### src/rtl/pipe_stage_latches.sv
// Pipeline inter-stage register banks: F/D, D/X and M/W.
// Each bank is independent, every output is a flop output, and data is
// passed through bit-for-bit. Per-edge priority in each bank is
// reset > flush (IR only) > enable > hold.
module pipe_stage_latches #(
    parameter int WIDTH = 32
) (
    input  logic             clock,
    input  logic             reset,

    // F/D bank
    input  logic             fd_en,
    input  logic             fd_flush,
    input  logic [WIDTH-1:0] fd_ir_in,
    input  logic [WIDTH-1:0] fd_pc_in,
    output logic [WIDTH-1:0] fd_ir_out,
    output logic [WIDTH-1:0] fd_pc_out,

    // D/X bank
    input  logic             dx_en,
    input  logic             dx_flush,
    input  logic [WIDTH-1:0] dx_ir_in,
    input  logic [WIDTH-1:0] dx_pc_in,
    input  logic [WIDTH-1:0] dx_a_in,
    input  logic [WIDTH-1:0] dx_b_in,
    output logic [WIDTH-1:0] dx_ir_out,
    output logic [WIDTH-1:0] dx_pc_out,
    output logic [WIDTH-1:0] dx_a_out,
    output logic [WIDTH-1:0] dx_b_out,

    // M/W bank
    input  logic             mw_en,
    input  logic [WIDTH-1:0] mw_ir_in,
    input  logic [WIDTH-1:0] mw_o_in,
    input  logic [WIDTH-1:0] mw_d_in,
    output logic [WIDTH-1:0] mw_ir_out,
    output logic [WIDTH-1:0] mw_o_out,
    output logic [WIDTH-1:0] mw_d_out
);

    // ------------------------------------------------------------------
    // F/D bank
    // ------------------------------------------------------------------
    logic [WIDTH-1:0] fd_ir_q, fd_ir_d;
    logic [WIDTH-1:0] fd_pc_q, fd_pc_d;

    // F/D next state: the hold path selects the stored value, so inputs of a
    // disabled bank (even X/Z) never reach the flops. Flush only bubbles IR.
    always_comb begin
        fd_ir_d = fd_ir_q;
        fd_pc_d = fd_pc_q;
        if (fd_en) begin
            fd_ir_d = fd_ir_in;
            fd_pc_d = fd_pc_in;
        end
        if (fd_flush) begin
            fd_ir_d = '0;
        end
    end

    // F/D registers with synchronous clear.
    always_ff @(posedge clock) begin
        if (reset) begin
            fd_ir_q <= '0;
            fd_pc_q <= '0;
        end else begin
            fd_ir_q <= fd_ir_d;
            fd_pc_q <= fd_pc_d;
        end
    end

    // ------------------------------------------------------------------
    // D/X bank
    // ------------------------------------------------------------------
    logic [WIDTH-1:0] dx_ir_q, dx_ir_d;
    logic [WIDTH-1:0] dx_pc_q, dx_pc_d;
    logic [WIDTH-1:0] dx_a_q,  dx_a_d;
    logic [WIDTH-1:0] dx_b_q,  dx_b_d;

    // D/X next state: load on enable, hold otherwise; flush bubbles IR only.
    always_comb begin
        dx_ir_d = dx_ir_q;
        dx_pc_d = dx_pc_q;
        dx_a_d  = dx_a_q;
        dx_b_d  = dx_b_q;
        if (dx_en) begin
            dx_ir_d = dx_ir_in;
            dx_pc_d = dx_pc_in;
            dx_a_d  = dx_a_in;
            dx_b_d  = dx_b_in;
        end
        if (dx_flush) begin
            dx_ir_d = '0;
        end
    end

    // D/X registers with synchronous clear.
    always_ff @(posedge clock) begin
        if (reset) begin
            dx_ir_q <= '0;
            dx_pc_q <= '0;
            dx_a_q  <= '0;
            dx_b_q  <= '0;
        end else begin
            dx_ir_q <= dx_ir_d;
            dx_pc_q <= dx_pc_d;
            dx_a_q  <= dx_a_d;
            dx_b_q  <= dx_b_d;
        end
    end

    // ------------------------------------------------------------------
    // M/W bank (no flush: a NOP arrives only through mw_ir_in)
    // ------------------------------------------------------------------
    logic [WIDTH-1:0] mw_ir_q, mw_ir_d;
    logic [WIDTH-1:0] mw_o_q,  mw_o_d;
    logic [WIDTH-1:0] mw_d_q,  mw_d_d;

    // M/W next state: load on enable, hold otherwise.
    always_comb begin
        mw_ir_d = mw_ir_q;
        mw_o_d  = mw_o_q;
        mw_d_d  = mw_d_q;
        if (mw_en) begin
            mw_ir_d = mw_ir_in;
            mw_o_d  = mw_o_in;
            mw_d_d  = mw_d_in;
        end
    end

    // M/W registers with synchronous clear.
    always_ff @(posedge clock) begin
        if (reset) begin
            mw_ir_q <= '0;
            mw_o_q  <= '0;
            mw_d_q  <= '0;
        end else begin
            mw_ir_q <= mw_ir_d;
            mw_o_q  <= mw_o_d;
            mw_d_q  <= mw_d_d;
        end
    end

    // Outputs are the flops themselves.
    assign fd_ir_out = fd_ir_q;
    assign fd_pc_out = fd_pc_q;
    assign dx_ir_out = dx_ir_q;
    assign dx_pc_out = dx_pc_q;
    assign dx_a_out  = dx_a_q;
    assign dx_b_out  = dx_b_q;
    assign mw_ir_out = mw_ir_q;
    assign mw_o_out  = mw_o_q;
    assign mw_d_out  = mw_d_q;

endmodule

### config.mk
export PLATFORM = sky130hd
export DESIGN_NAME = pipe_stage_latches
export DESIGN_NICKNAME = d
export VERILOG_FILES = /design/src/rtl/pipe_stage_latches.sv
export SDC_FILE = /design/constraint.sdc
export NUM_CORES = 1
export LEC_CHECK = 0
export CAP_MARGIN = 20
export CORE_AREA = 5 5 225 227
export DETAILED_ROUTE_END_ITERATION = 10
export DIE_AREA = 0 0 230 232
export MAX_ROUTING_LAYER = met4
export PLACE_DENSITY = 0.55
export RECOVER_POWER = 100
export SYNTH_ARGS = -nofsm -noshare
export SYNTH_HDL_FRONTEND = slang
export SYNTH_SLANG_ARGS = --single-unit
### constraint.sdc
create_clock -name clock -period 2.4 [get_ports clock]
set_input_delay 0.36 -clock clock [delete_from_list [all_inputs] [get_ports clock]]
set_output_delay 0.36 -clock clock [all_outputs]
set_load 0.02 [all_outputs]
==> results of run 1 <==
[Yosys cell counts, drive strengths merged]
| master | instances |
|---|---|
| clkbuf | 6 |
| or2 | 2 |
| buf | 59 |
| mux2i | 288 |
| dfxtp | 288 |
| nor2 | 288 |
[worst reg2reg max path, cell delays in order, from the launching register on]
cell     delay [ns]
dfxtp_1        0.33
mux2i_1        0.14
nor2_1         0.06
[worst max-delay path by stage]
stage | start | end
after floorplan | fd_en | fd_ir_out[19]
after global routing | dx_en | dx_pc_out[11]
after CTS | dx_b_out[31] | dx_b_out[31]
after global placement | fd_flush | fd_ir_out[15]
final | dx_b_out[29] | dx_b_out[29]
after detailed placement | fd_flush | fd_ir_out[9]
[through the flow]
stage	setup WS, ns	cells	hold slack, ns
6_report	0.404	2147	0.165
5_1_grt	0.322	2147	0.164
3_3_place_gp	0.826	2086	0.471
3_5_place_dp	0.809	2086	0.481
4_1_cts	0.416	2146	0.147
2_1_floorplan	1.24	931	0.507
[per-layer routing]
layer / vias to the layer above / track usage [%] / wire [um]
met3: 61 / 4.46 / 2830
met4: 0 / 4.32 / 1010
met2: 338 / 23.1 / 18400
met1: 3939 / 14.3 / 14200
li1: 4217 / - / -
met5: - / - / 0
[power breakdown]
part | switching [mW] | internal [mW] | leakage, nW | total [mW]
logic | 0.896 | 1.03 | 5.20 | 1.93
clock network | 2.04 | 3.43 | 0.574 | 5.46
registers | 0.124 | 5.04 | 2.37 | 5.17
[kinds of logic (layout without fill, tap and decap cells)]
group | Yosys count | in the layout
buffers and inverters | 65 | 658
other | 0 | 1
multiplexers | 288 | 288
AND/OR/NAND/NOR | 290 | 290
flip-flops | 288 | 288
[final cells by class]
| type | instances | share of cell area [%] |
|---|---|---|
| Sequential cell | 288 | 32.5 |
| Clock buffer | 52 | 5.88 |
| Clock inverter | 8 | 0.818 |
| Tap cell | 622 | 4.39 |
| Antenna cell | 1 | 0.0141 |
| Timing Repair Buffer | 598 | 33.7 |
| Multi-Input combinational cell | 578 | 22.7 |
[registers in the layout, summed over array words and instances (netlist names)]
| name | flops |
|---|---|
| dx_ir_out | 32 |
| dx_b_out | 32 |
| mw_d_out | 32 |
| fd_ir_out | 32 |
| mw_o_out | 32 |
| dx_pc_out | 32 |
| dx_a_out | 32 |
| mw_ir_out | 32 |
| fd_pc_out | 32 |
[layout by cell type, fill, tap and decap left out]
cell	count
dfxtp_1	288
clkbuf_1	14
diode_2	1
clkdlybuf4s50_1	290
buf_4	4
mux2i_1	288
clkbuf_2	4
buf_6	1
clkbuf_4	1
bufinv_16	4
nor2_2	20
buf_12	5
nor2_1	268
clkinv_2	2
clkbuf_8	6
clkbuf_16	37
or2_1	2
dlygate4sd3_1	288
clkinvlp_4	2
==> reports/metrics.yaml, run 1 <==
outcome:
  status: "finished, final reports clean"
critical_path:
  critPathKind: "reg2out"
  rr_endpoint: "mw_d_out[8]"
  worstPathArrival_ns: 1.64
  critPathLaunchType: "register"
  slowest_stage: "dlygate4sd3_1"
  timing.rr.start: "mw_d_out[8]"
  crit_family: "buffers and inverters"
  crit_chain: "dlygate4sd3_1"
  worstSetupEndpointType: "primary output"
  worstRegToRegCells: 2
  crit_buf_inv: 1
  critPathMaxFanout: 2
  cp.required_ns: 2.04
  r2r_setup_slack_ns: 1.70
  max_stage_delay_ns: 0.73
  crit_cells: 1
floorplan:
  dieArea_um2: 53400
  start_util_pct: 21.2
  die_y_um: 232
  design.portCount: 583
  row_count: 81
  die_w_um: 230
  coreArea_um2: 48400
global_routing:
  grt_max_degree: 120
  grt_pass1_wl_um: 53900
  grt_pass1_vias: 9007
  grt_overflow: 0
  grt_usage_pct: 13.3
  antenna_found_initial: 1
synth:
  synth_area_um2: 10300
  synth_top_area_share_pct: 56.2
  yosysTopAreaCell: "dfxtp_1"
  synthCells: 931
  synthTopCellsByArea: "dfxtp_1 (56%), mux2i_1 (28%), nor2_1 (9.8%)"
  synth.avg_cell_area_um2: 11.0
  synth-simple-area-share_pct: 11.2
  yosysWarnings: 0
  synth_top_family_by_area: "multiplexers"
  syn_nets: 1226
  synth_xor_area_share_pct: 0
  yosysSeqAreaShare_pct: 56.2
  synthAdderAreaFrac_pct: 0
  ys_types: 10
  muxShareOfSynthArea_pct: 28.1
  synth_compound_area_share_pct: 0
  synth_seq_cells: 288
final_layout:
  utilization_pct: 36.6
  multi_input_area_um2: 4030
  drive_above_1_share_pct: 5.64
  layout.nets: 1797
  final_area_um2: 17700
  final-seq-area_um2: 5770
  area_delta_synth_final_pct: 72.9
  fillers: 4876
detailed_routing:
  via_count: 8555
  drt-total-wl_um: 36400
  drtPass1Iterations: 5
  routedWlPerCell_um: 17.0
  first_iter_violations: 274
  drc: 0
  ant_nets: 0
  viasPerCell: 3.98
timing:
  fmax_mhz: 501
  finalClockSkew_ns: 0
  rsz0062_at_grt: "no"
  setup_viol_count_final: 0
  worst_pin_slew_ns: 1.45
  setup_tns_ns: 0
  hold_viol: 0
  relSlewSlack_pct: 3.05
  layout_min_cycle_time_ns: 2.00
  fin_crit_sh_pct: 83.2
  finalMaxSlewViolations: 0
run:
  maxCapViolCount: 0
clock_network:
  cts-root-buf: "clkbuf_16"
  h-tree-depth: 2
  cts.reportedPaths.clkPinSlew_ns: 0.06
  clock_latency_ns: 0.52
  cts-resized-gates: 0
  hold_buffers: 0
  ctsLongestPathBuffers: 3
  numCtsBuffers: 36
  cts_setup_buffers: 0
  cts.sinks: 288
  cts_tree: "done"
power:
  powerDensity_nw_per_um2: 708
  p_leak_nw: 8.14
  finalPower_mw: 12.6
  vdd_ir_drop_max_uv: 543
placed_design:
  place_area_um2: 16600
  gp_congestion: 0.797
  hpwl_um: 27600
  portBuffers: 582
worst_hold_path:
  hold_depth: 2
  hold_path_end: "mw_d_out[0]"
  hold_start: "reset"
  hold_path.class: "in2reg"
Note: power is estimated with default switching activity, not from simulation.
==> run 2: changes to the inputs <==
- CORE_AREA: 5 5 225 227 -> 5 5 223 225
- DIE_AREA: 0 0 230 232 -> 0 0 228 230
- PLACE_DENSITY: 0.55 -> 0.57
- clock period: 2.4 -> 1.7 ns (I/O delays scaled with it)
==> reports/metrics.yaml, run 2 (synthesis gave the netlist of run 1 again) <==
critical_path:
  crit_cells: 1
  max_stage_delay_ns: 0.38
  rr_endpoint: "dx_pc_out[3]"
  worstRegToRegCells: 2
  setup.worst_path.end: "mw_ir_out[29]"
  r2r_setup_slack_ns: 1.03
  worstSetupEndpointType: "primary output"
  cp-startpoint: "mw_ir_out[29]"
  cp.required_ns: 1.44
  crit_chain: "dlygate4sd2_1"
  critPathLaunchType: "register"
  crit_buf_inv: 1
  critPathMaxFanout: 2
  critPathKind: "reg2out"
  slowest_stage: "dfxtp_1"
  crit_family: "flip-flops"
  worstPathArrival_ns: 1.26
  timing.rr.start: "dx_pc_out[3]"
timing:
  setup_tns_ns: 0
  fmax_mhz: 660
  worst_pin_slew_ns: 1.25
  setup_ws_ns: 0.184
  finalClockSkew_ns: 0
  relSlewSlack_pct: 16.6
  finalMaxSlewViolations: 0
  setup_viol_count_final: 0
  rsz0062_at_grt: "no"
  fin_crit_sh_pct: 89.2
  hold_viol: 0
  layout_min_cycle_time_ns: 1.52
clock_network:
  cts-root-buf: "clkbuf_16"
  cts_tree: "done"
  cts_setup_buffers: 0
  cts.reportedPaths.clkPinSlew_ns: 0.06
  h-tree-depth: 2
  clock_latency_ns: 0.52
  ctsLongestPathBuffers: 3
  hold_buffers: 0
  numCtsBuffers: 35
  cts.sinks: 288
detailed_routing:
  via_count: 8550
  drtPass1Iterations: 4
  viasPerCell: 3.98
  routedWlPerCell_um: 16.8
  first_iter_violations: 223
  ant_nets: 0
  drc: 0
  drt-total-wl_um: 36200
floorplan:
  design.portCount: 583
  die_y_um: 230
  coreArea_um2: 47300
  die_w_um: 228
  dieArea_um2: 52400
  row_count: 80
  start_util_pct: 21.7
final_layout:
  final-seq-area_um2: 5770
  fillers: 4814
  drive_above_1_share_pct: 6.27
  multi_input_area_um2: 4030
  area_delta_synth_final_pct: 70.1
  final_cell_mix: "clkdlybuf4s50_1 (290), mux2i_1 (288), dfxtp_1 (288), dlygate4sd2_1 (288), nor2_1 (268)"
  layout.nets: 1803
  final_common_cell: "clkdlybuf4s50_1"
global_routing:
  grt_max_degree: 40
  grt_usage_pct: 13.4
  grt_overflow: 0
  antenna_found_initial: 1
  grt_pass1_wl_um: 54100
  grt_pass1_vias: 8966
run:
  maxCapViolCount: 0
power:
  powerDensity_nw_per_um2: 986
  vdd_ir_drop_max_uv: 576
  finalPower_mw: 17.2
  p_leak_nw: 8.55
outcome:
  status: "finished, final reports clean"
placed_design:
  portBuffers: 582
  hpwl_um: 27500
  gp_congestion: 0.839
  pre_cts_ws_ns: 0.234
worst_hold_path:
  hold_path.class: "in2reg"
run 2: metal layers:
layer	wire (um)	global-route usage, %
met1	14900	15.1
met4	1000	4.39
met3	2620	4.56
met2	17700	22.3
met5	0	-
run 2: metrics by stage:
stage	cells	hold WS [ns]	utilization, %	area, um2
after global routing	2148	0.149	36.8	17400
final	2148	0.161	36.8	17400
after global placement	2086	0.470	35.3	16700
after detailed placement	2086	0.481	35.3	16700
after floorplan	931	0.402	-	10300
after CTS	2147	0.00230	37.0	17500
run 2: timing repair:
action                     CTS  global route
hold endpoints to repair     0             0
setup endpoints to repair  288             0
gates resized for setup    288             0
run 2: cell type report:
type	count	area share (%)
Antenna cell	1	0.0143
Sequential cell	288	33.0
Clock buffer	53	6.05
Multi-Input combinational cell	578	23.1
Timing Repair Buffer	605	33.0
Clock inverter	8	0.387
Tap cell	615	4.41
run 2: worst min path at each step:
| stage | from | end | slack [ns] | cells after the start |
|---|---|---|---|---|
| 2_1_floorplan | mw_d_in[0] | mw_d_out[0] | 0.40 | 2 |
| 3_3_place_gp | dx_ir_out[6] | dx_ir_out[6] | 0.47 | 2 |
| 3_5_place_dp | fd_pc_out[24] | fd_pc_out[24] | 0.48 | 2 |
| 4_1_cts | reset | fd_pc_out[17] | 0.002 | 2 |
| 5_1_grt | dx_en | dx_ir_out[5] | 0.15 | 3 |
| 6_report | dx_en | dx_ir_out[6] | 0.16 | 3 |
run 2: where the power goes:
part / internal [mW] / total [mW] / switching (mW)
Sequential: 7.12 / 7.29 / 0.169
Clock: 4.42 / 7.27 / 2.85
Combinational: 1.37 / 2.65 / 1.28
